File: src/rtl/haraka_pkg.sv
// -----------------------------------------------------------------------------
// haraka_pkg
// Constants and types shared by the sponge byte serializer and deserializer.
//   HARAKA_BLOCK_WIDTH      : width of one squeezed sponge block (bits)
//   HARAKA_PACKET_WIDTH     : width of one stream packet (bits)
//   HARAKA_PACKETS_IN_INPUT : packets carried by one block
//   HARAKA_LEN_WIDTH        : width of a requested output length (packets)
//   ser_state_t             : serializer FSM states
// -----------------------------------------------------------------------------
package haraka_pkg;

  localparam int HARAKA_BLOCK_WIDTH      = 256;
  localparam int HARAKA_PACKET_WIDTH     = 8;
  localparam int HARAKA_PACKETS_IN_INPUT = HARAKA_BLOCK_WIDTH / HARAKA_PACKET_WIDTH;
  localparam int HARAKA_LEN_WIDTH        = 16;

  typedef enum logic [2:0] {
    IDLE     = 3'd0,
    REQ      = 3'd1,
    WAIT_BLK = 3'd2,
    SHIFT    = 3'd3,
    FIN      = 3'd4
  } ser_state_t;

endpackage

File: src/rtl/squeeze_serializer.sv
// -----------------------------------------------------------------------------
// squeeze_serializer
// Pulls 256-bit squeezed blocks from the sponge and emits a stream of exactly
// out_len packets, first packet = block_in[7:0] (LSB first).
//
// Ports:
//   clk          : clock, rising edge
//   clear        : asynchronous active-high reset
//   start        : one-cycle pulse, begins a run (only honoured in IDLE)
//   out_len      : packets to emit, sampled with an accepted start
//   squeeze_req  : one-cycle request for the next sponge block
//   block_in     : squeezed block
//   block_valid  : block_in valid
//   block_ready  : serializer accepts block_in this cycle
//   serial_out   : current packet
//   serial_valid : serial_out valid
//   serial_ready : consumer takes serial_out this cycle
//   busy         : run in progress (any state but IDLE)
//   done         : one-cycle pulse after the last packet has been taken
// -----------------------------------------------------------------------------
module squeeze_serializer
  import haraka_pkg::*;
#(
  parameter int IN_WIDTH             = HARAKA_BLOCK_WIDTH,
  parameter int OUT_WIDTH            = HARAKA_PACKET_WIDTH,
  parameter int PACKETS_IN_INPUT     = IN_WIDTH / OUT_WIDTH,
  parameter int PACKET_COUNTER_WIDTH = $clog2(PACKETS_IN_INPUT),
  parameter int LEN_WIDTH            = HARAKA_LEN_WIDTH
) (
  input  logic                 clk,
  input  logic                 clear,
  input  logic                 start,
  input  logic [LEN_WIDTH-1:0] out_len,
  output logic                 squeeze_req,
  input  logic [IN_WIDTH-1:0]  block_in,
  input  logic                 block_valid,
  output logic                 block_ready,
  output logic [OUT_WIDTH-1:0] serial_out,
  output logic                 serial_valid,
  input  logic                 serial_ready,
  output logic                 busy,
  output logic                 done
);

  localparam logic [LEN_WIDTH-1:0]            LEN_ONE  = LEN_WIDTH'(1);
  localparam logic [PACKET_COUNTER_WIDTH-1:0] PKT_ONE  = PACKET_COUNTER_WIDTH'(1);
  localparam logic [PACKET_COUNTER_WIDTH-1:0] PKT_LAST = PACKET_COUNTER_WIDTH'(PACKETS_IN_INPUT - 1);

  ser_state_t                      state_q, state_d;
  logic [IN_WIDTH-1:0]             shreg_q, shreg_d;
  logic [LEN_WIDTH-1:0]            remaining_q, remaining_d;
  logic [PACKET_COUNTER_WIDTH-1:0] pkt_cnt_q, pkt_cnt_d;

  logic start_ok;
  logic blk_take;
  logic pkt_take;

  assign start_ok = (state_q == IDLE) && start;
  assign blk_take = (state_q == WAIT_BLK) && block_valid;
  assign pkt_take = (state_q == SHIFT) && serial_ready;

  // ---------------------------------------------------------------------------
  // State register
  // ---------------------------------------------------------------------------
  always_ff @(posedge clk or posedge clear) begin
    if (clear) begin
      state_q <= IDLE;
    end else begin
      state_q <= state_d;
    end
  end

  // ---------------------------------------------------------------------------
  // Datapath registers: shift register and the two counters
  // ---------------------------------------------------------------------------
  always_ff @(posedge clk or posedge clear) begin
    if (clear) begin
      shreg_q     <= '0;
      remaining_q <= '0;
      pkt_cnt_q   <= '0;
    end else begin
      shreg_q     <= shreg_d;
      remaining_q <= remaining_d;
      pkt_cnt_q   <= pkt_cnt_d;
    end
  end

  // ---------------------------------------------------------------------------
  // Next-state logic
  // ---------------------------------------------------------------------------
  always_comb begin
    state_d = state_q;
    unique case (state_q)
      IDLE: begin
        if (start) begin
          // A zero-length run still reports completion, but never asks the
          // sponge for a block.
          state_d = (out_len != '0) ? REQ : FIN;
        end
      end
      REQ:      state_d = WAIT_BLK;
      WAIT_BLK: if (block_valid) state_d = SHIFT;
      SHIFT: begin
        if (serial_ready) begin
          // Length exhaustion wins over block exhaustion so an exact multiple
          // of the block size finishes without a spurious extra request.
          if (remaining_q == LEN_ONE) begin
            state_d = FIN;
          end else if (pkt_cnt_q == PKT_LAST) begin
            state_d = REQ;
          end
        end
      end
      FIN:      state_d = IDLE;
      default:  state_d = IDLE;
    endcase
  end

  // ---------------------------------------------------------------------------
  // Datapath next values
  // ---------------------------------------------------------------------------
  always_comb begin
    shreg_d     = shreg_q;
    remaining_d = remaining_q;
    pkt_cnt_d   = pkt_cnt_q;
    if (start_ok && (out_len != '0)) begin
      remaining_d = out_len;
    end
    if (blk_take) begin
      shreg_d   = block_in;
      pkt_cnt_d = '0;
    end
    if (pkt_take) begin
      // Zero-filled right shift exposes the next packet at the bottom.
      shreg_d     = shreg_q >> OUT_WIDTH;
      remaining_d = remaining_q - LEN_ONE;
      pkt_cnt_d   = pkt_cnt_q + PKT_ONE;  // wraps at PACKETS_IN_INPUT
    end
  end

  // ---------------------------------------------------------------------------
  // Outputs are pure decodes of the state so clear forces them low at once.
  // ---------------------------------------------------------------------------
  always_comb begin
    squeeze_req  = 1'b0;
    block_ready  = 1'b0;
    serial_valid = 1'b0;
    serial_out   = '0;
    done         = 1'b0;
    busy         = (state_q != IDLE);
    unique case (state_q)
      REQ:      squeeze_req = 1'b1;
      WAIT_BLK: block_ready = 1'b1;
      SHIFT: begin
        serial_valid = 1'b1;
        serial_out   = shreg_q[OUT_WIDTH-1:0];
      end
      FIN:      done = 1'b1;
      default:  ;
    endcase
  end

endmodule

File: config.mk
export PLATFORM = sky130hd
export DESIGN_NAME = squeeze_serializer
export DESIGN_NICKNAME = d
export VERILOG_FILES = /design/src/rtl/haraka_pkg.sv /design/src/rtl/squeeze_serializer.sv
export SDC_FILE = /design/constraint.sdc
export NUM_CORES = 1
export LEC_CHECK = 0
export ABC_AREA = 1
export CORE_ASPECT_RATIO = 0.8
export CORE_MARGIN = 2
export CORE_UTILIZATION = 48
export CTS_BUF_LIST = sky130_fd_sc_hd__clkbuf_4 sky130_fd_sc_hd__clkbuf_8
export DETAILED_ROUTE_END_ITERATION = 16
export PLACE_DENSITY = 0.88
export SKIP_LAST_GASP = 1
export SLEW_MARGIN = 15
export SYNTH_ARGS = -nofsm -noshare
export SYNTH_HDL_FRONTEND = slang
export SYNTH_SLANG_ARGS = --single-unit
File: constraint.sdc
create_clock -name clk -period 8.6 [get_ports clk]
set_input_delay 0.86 -clock clk [delete_from_list [all_inputs] [get_ports clk]]
set_output_delay 0.86 -clock clk [all_outputs]
set_load 0.1 [all_outputs]
==> metrics.txt, run 1 <==
Area after DPL around 16000 um2; dpl hpwl around 25000 um; Row Count 54; crit path DAT roughly 3.7 ns; Syn. warnings 0; final layout net count 1916; Gate power share 0.394; Critical R2R Capture shreg_q[250]$_DFFE_PP0P_; initial antenna violation count 1; f_max approximately 220 MHz; pre-CTS setup slack 4.38 ns; Distinct cells, synth 29; gr ovfl total 0; post-synthesis sequential area ratio 0.522; main flop type after synthesis dfrtp_1; clock power share 0.221; number of enable flip-flop cells after synthesis 0; Switching Share 0.387; final worst slack 4.05 ns; Post-DRT Antenna Nets 0; max-cap violations 0; CTS Buffer Depth 3; final max-slew violation count 0; worst reg2reg startpoint state_q[1]$_DFFE_PP0P_; Syn Nets around 1700; vias per inst 5.80; async set or reset register ratio after synthesis 1.00; Routed met2 length between 15000 and 20000 um; Post-CTS Hold Fix Bufs 0; Worst-path clk slew about 0.060 ns; setup TNS 0 ns; maximum number of pins on one net before global-route repair roughly 140; Worst-Margin Slew approximately 1.2 ns; DR WL met3 around 3000 um; Die H between 150 and 200 um; Die Footprint a little under 30000 um2; Slowest-stage cell, CP clkdlybuf4s50_1; # resized after CTS 0; pwr dens approximately 320 nW/um2; Max VDD drop ~0.00019 V; Crit path max-delay family buffers and inverters; Final Cycle Share 0.529; insertion delay to the later sink of the worst-skew pair 0.56 ns; P_leak 7.34 nW; wl on met1 15900 um; worst-path cell chain inv_2 -> nor2_4 -> nand2_2 -> inv_6 -> buf_4 -> clkdlybuf4s50_1; Starting Density 0.490; Post-Synth Adder-Cell Area 0.00373; simple-gate share of the synthesized area 0.165; CP Class register to output port; worst-case clock skew slightly above 0.03 ns; H-tree Lvls 2; post-route cell area 17100 um2; post-CTS setup buffer count 0; vias in the first global route between 10000 and 15000; sink of the worst hold path shreg_q[255]$_DFFE_PP0P_; global-route wire length before repair approximately 60000 um; mapped cell area between 10000 and 15000 um2; multiplexer share of the synthesized area 0; Worst Path Buf+Inv 4; post-synthesis compound-gate area fraction 0.177; IO Port Bufs between 200 and 300; via count about 12000; Worst Hold Path Cells 2; largest family of logic cells by synthesized area compound AO/OA/AOI/OAI gates; average wire per standard cell about 18 um; # setup viols final 0; internal cell power 3.40 mW; count of cells along the worst register-to-register path 9; outcome complete, no violations; count of final hold-check violations 0; WP data required 7.74 ns; reg-to-reg slack, setup 4.23 ns; uppermost layer routed met4; RSZ-0062 raised after global routing false; 1st-iter DRT viols approximately 1100; Pwr Total 5.55 mW; TritonCTS Sinks 280; Total GRT Usage 0.253; # IOs a little under 300; Post-Synthesis Cells between 1000 and 1500; slowest stage delay, CP between 1 and 1.5 ns; fill cell count between 2000 and 2500; Synth-to-Final Area Change 27.7%; Psw ~2.1 mW; post-synthesis xor/xnor area fraction 0.00131; Max FO, Critical Path 78; Slew headroom 0.228; share of cells above drive strength 1 0.0750; detailed-route DRC error count 0; Worst Min Path Start shreg_q[255]$_DFFE_PP0P_; cts bufs inserted 45; HP Class register to register; synthesized flop and latch total 280; fin crit period 4.55 ns; CTS root buffer clkbuf_8; Setup crit start kind register; core box area roughly 27000 um2; Synth Area per Inst around 9.5 um2; Routed WL 36900 um; Crit. End Element output port; placer congestion estimate between 0.8 and 0.9; Seq pwr share 0.386; CTS tree built; Die X 191 um; DR pass1 iterations 5
## Yosys cell counts, types with 2 or more instances
library cell  count  area, um2
nor2_1           49        184
or2_2             2       12.5
o211ai_1         19        143
o221ai_2         18        270
inv_2             2       7.51
inv_1           273       1020
ha_1              4       50.1
xor2_1            2       17.5
buf_6            21        236
nand4_1           4       25.0
nand3_1         322       1610
o221ai_1        213       1870
o21ai_0          15       75.1
nand2_4           2       22.5
nor2_4            3       33.8
clkbuf_1         43        161
nand2_1          69        259
dfrtp_1         280       7010
buf_4            17        128
nand2_2           5       31.3
nor2_2            2       12.5
buf_2            37        185
## per-layer routing
metal | vias up | global-route usage
met5 | - | 0
li1 | 5428 | -
met2 | 544 | 0.387
met1 | 5726 | 0.368
met3 | 79 | 0.0457
met4 | 0 | 0.0772
## cell type report
class                           count  area, um2  area share
Antenna cell                        1       2.50    0.000146
Sequential cell                   280       7010       0.409
Timing Repair Buffer              298       2960       0.173
Multi-Input combinational cell    734       4680       0.273
Inverter                          276       1050      0.0612
Tap cell                          364        455      0.0266
Clock buffer                       72        903      0.0527
Clock inverter                      6       66.3     0.00387
## through the flow
stage,std cells,hold slack [ns],utilization
final,2031,0.505,0.626
after global routing,2031,0.532,0.626
after CTS,2030,0.510,0.626
after detailed placement,1952,0.500,0.590
after global placement,1952,0.483,0.590
after floorplan,1409,0.471,-
## placed cells by master (no fill, tap or decap), drive strengths merged
| cell | n |
|---|---|
| clkinv | 2 |
| a31oi | 1 |
| nand4 | 4 |
| o21ai | 16 |
| diode | 1 |
| dfrtp | 280 |
| and2 | 1 |
| buf | 9 |
| clkdlybuf4s50 | 288 |
| nor2 | 55 |
| o22ai | 1 |
| nand2 | 76 |
| o211ai | 19 |
| bufinv | 1 |
| xor2 | 2 |
| clkbuf | 73 |
| inv | 277 |
| nand3 | 322 |
| ha | 4 |
| or2 | 2 |
| clkinvlp | 2 |
| o221ai | 231 |
## how the worst max path moves through the flow
stage / startpoint / end / cells past startpoint
4_1_cts: state_q[1]$_DFFE_PP0P_ / block_ready / 6
3_3_place_gp: state_q[1]$_DFFE_PP0P_ / shreg_q[243]$_DFFE_PP0P_ / 9
2_1_floorplan: clear / pkt_cnt_q[0]$_DFFE_PP0P_ / 1
3_5_place_dp: state_q[1]$_DFFE_PP0P_ / shreg_q[177]$_DFFE_PP0P_ / 9
5_1_grt: state_q[1]$_DFFE_PP0P_ / block_ready / 6
6_report: state_q[1]$_DFFE_PP0P_ / block_ready / 6
## kinds of logic after synthesis
kind of cell | after synthesis
and+or+nand+nor | 460
buffers and inverters | 395
DFF | 280
AOI/OAI and AO/OA | 268
adders and majority gates | 4
xor gates and xnor gates | 2
## sequential cells by signal, summed over array words and instances (netlist names)
name / cells
pkt_cnt_q: 5
shreg_q: 256
remaining_q: 16
state_q: 3
## power by group through the flow
stage / clock network (mW) / registers, mW / logic, mW
2_1_floorplan: 0 / 2.10 / 1.71
3_3_place_gp: 0 / 2.13 / 2.06
3_5_place_dp: 0 / 2.16 / 2.17
4_1_cts: 1.24 / 2.14 / 2.18
5_1_grt: 1.31 / 2.19 / 2.43
6_report: 1.22 / 2.14 / 2.18
## worst register-to-register path: cells and delay by family (launching register included)
kind                   cells  cell delay (ns)
buffers and inverters      4             2.24
and+or+nand+nor            4             1.23
DFF                        1             0.40
AOI/OAI and AO/OA          1             0.34
(Power assumes the default switching activity.)
==> run 2, diff against run 1 <==
- CORE_UTILIZATION: 48 -> 53
- PLACE_DENSITY: 0.88 -> 0.92
- clock period: 8.6 -> 4.4 ns (I/O delays scaled with it)
==> run 2 against run 1 <==
  * Non-clock buffer count increased by 3
  * Sequential share of layout area down 0.11 points
  * Final cell count shrank 1.4%
  * Global-route usage up 2.1 points
  * Clock skew down 0.021 ns
  * Worst hold slack lost 0.055 ns
  * Power rose by 97%
  * Core utilization rose by 5.8 points
  * Combinational power increased by 98%
  * Flip-flop and latch count stayed put
  * Worst setup slack worse by 2.9 ns
  * Critical endpoint unchanged
  * Largest cell class unchanged
==> metrics.txt, run 2 (synthesized netlist as in run 1, its figures left out) <==
outcome complete, no violations; global-route wire length before repair approximately 59000 um; TritonCTS Sinks 280; CTS root buffer clkbuf_8; # IOs a little under 300; Worst-Margin Slew about 1.1 ns; gr ovfl total 0; P_leak around 7.4 nW; cts bufs inserted 46; Die Footprint approximately 27000 um2; dpl hpwl roughly 24000 um; worst-case clock skew about 0.010 ns; count of cells along the worst register-to-register path 8; WP data required just under 4 ns; setup TNS 0 ns; Max VDD drop around 0.00036 V; CTS Buffer Depth 3; vias per inst slightly below 6; Die X between 150 and 200 um; GR Util met2 0.436; vias in the first global route ~12000; share of cells above drive strength 1 0.0800; maximum number of pins on one net before global-route repair ~190; f_max 306 MHz; crit path from state_q[1]$_DFFE_PP0P_; Critical R2R Capture shreg_q[117]$_DFFE_PP0P_; Max FO, Critical Path 54; post-CTS setup buffer count 0; Reg with most FFs shreg_q; final layout net count between 1500 and 2000; reg-to-reg slack, setup about 1.8 ns; worst reg2reg startpoint state_q[1]$_DFFE_PP0P_; RSZ-0062 raised after global routing false; # setup viols final 0; initial antenna violation count 3; final core utilization 0.684; insertion delay to the later sink of the worst-skew pair between 0.5 and 0.6 ns; average wire per standard cell between 15 and 20 um; Post-CTS Hold Fix Bufs 0; HP Class input pin to asynchronous set/reset pin; met3 GRT Util 0.0564; Routed WL 37100 um; CTS tree built; DR pass1 iterations 6; final max-slew violation count 0; fin crit period between 3 and 4 ns; Largest regs shreg_q (256), remaining_q (16), pkt_cnt_q (5); Slew headroom 0.283; crit path DAT between 2 and 3 ns; core box area between 20000 and 30000 um2; H-tree Lvls 2; Crit. End Element output port; Row Count 52; Synth-to-Final Area Change 28.0%; Final Cycle Share 0.744; Starting Density 0.534; max-cap violations 0; Worst-path clk slew 0.06 ns; IO Port Bufs about 290; CP Class register to output port; Total GRT Usage 0.273; detailed-route DRC error count 0; fill cell count approximately 1800; most common cell after layout, fill and taps aside nand3_1; 1st-iter DRT viols 1300; M1 GR Usage 0.375; placer congestion estimate approximately 0.88; Setup crit start kind register; busiest grt layer met2; Largest register FFs 256; via count approximately 12000; pwr dens roughly 640 nW/um2; Die H approximately 150 um; # resized after CTS 0; count of final hold-check violations 0; most frequent cells in the layout 322 x nand3_1, 288 x clkdlybuf4s50_1, 280 x dfrtp_1; Post-DRT Antenna Nets 0
==> run 2: final cells by class <==
type                       count  area, um2  share of cell area
inverter                     276       1040              0.0608
clock buffer                  72        891              0.0519
multi-input combinational    734       4680               0.272
tap                          324        405              0.0236
antenna                        3       7.51            0.000437
sequential                   280       7010               0.408
clock inverter                12        110             0.00641
timing repair buffer         301       3030               0.176
==> run 2: layer usage <==
metal | part of all wire | vias to the layer above
met5 | 0 | -
met4 | 0.029 | 0
met3 | 0.079 | 88
met2 | 0.48 | 578
met1 | 0.41 | 5782
li1 | - | 5446
==> run 2: per-stage QoR <==
step | instances | setup WS, ns | hold slack [ns] | cell area, um2 | total power, mW
after CTS | 1999 | 1.11 | 0.455 | 17200 | 11.0
after global placement | 1915 | 1.64 | 0.486 | 16200 | 8.20
after detailed placement | 1915 | 1.56 | 0.488 | 16200 | 8.49
after floorplan | 1409 | 0.253 | 0.471 | 13400 | 7.45
final | 2002 | 1.13 | 0.450 | 17200 | 11.0
after global routing | 2002 | 1.03 | 0.465 | 17200 | 11.7
==> run 2: power breakdown <==
group	leakage [nW]	internal, mW	total, mW	switching (mW)
clock	0.544	1.41	2.43	1.03
sequential	3.50	3.78	4.20	0.417
combinational	3.35	1.53	4.32	2.79
total	7.40	6.72	11.0	4.24
==> run 2: worst max-delay path, stage by stage (launching register included) <==
cell and delay [ns]:
dfrtp_1 0.39, inv_2 0.10, nor2_4 0.12, nand2_2 0.11, inv_6 0.34, clkdlybuf4s50_1 1.21
==> run 2: worst max path at each step <==
stage                                     to  slack [ns]  cells after the start
detailed placement  shreg_q[130]$_DFFE_PP0P_        1.56                      5
finish                           block_ready        1.13                      5
global route                     block_ready        1.03                      5
global placement     shreg_q[67]$_DFFE_PP0P_        1.64                      5
floorplan           pkt_cnt_q[0]$_DFFE_PP0P_        0.25                      1
CTS                              block_ready        1.11                      5
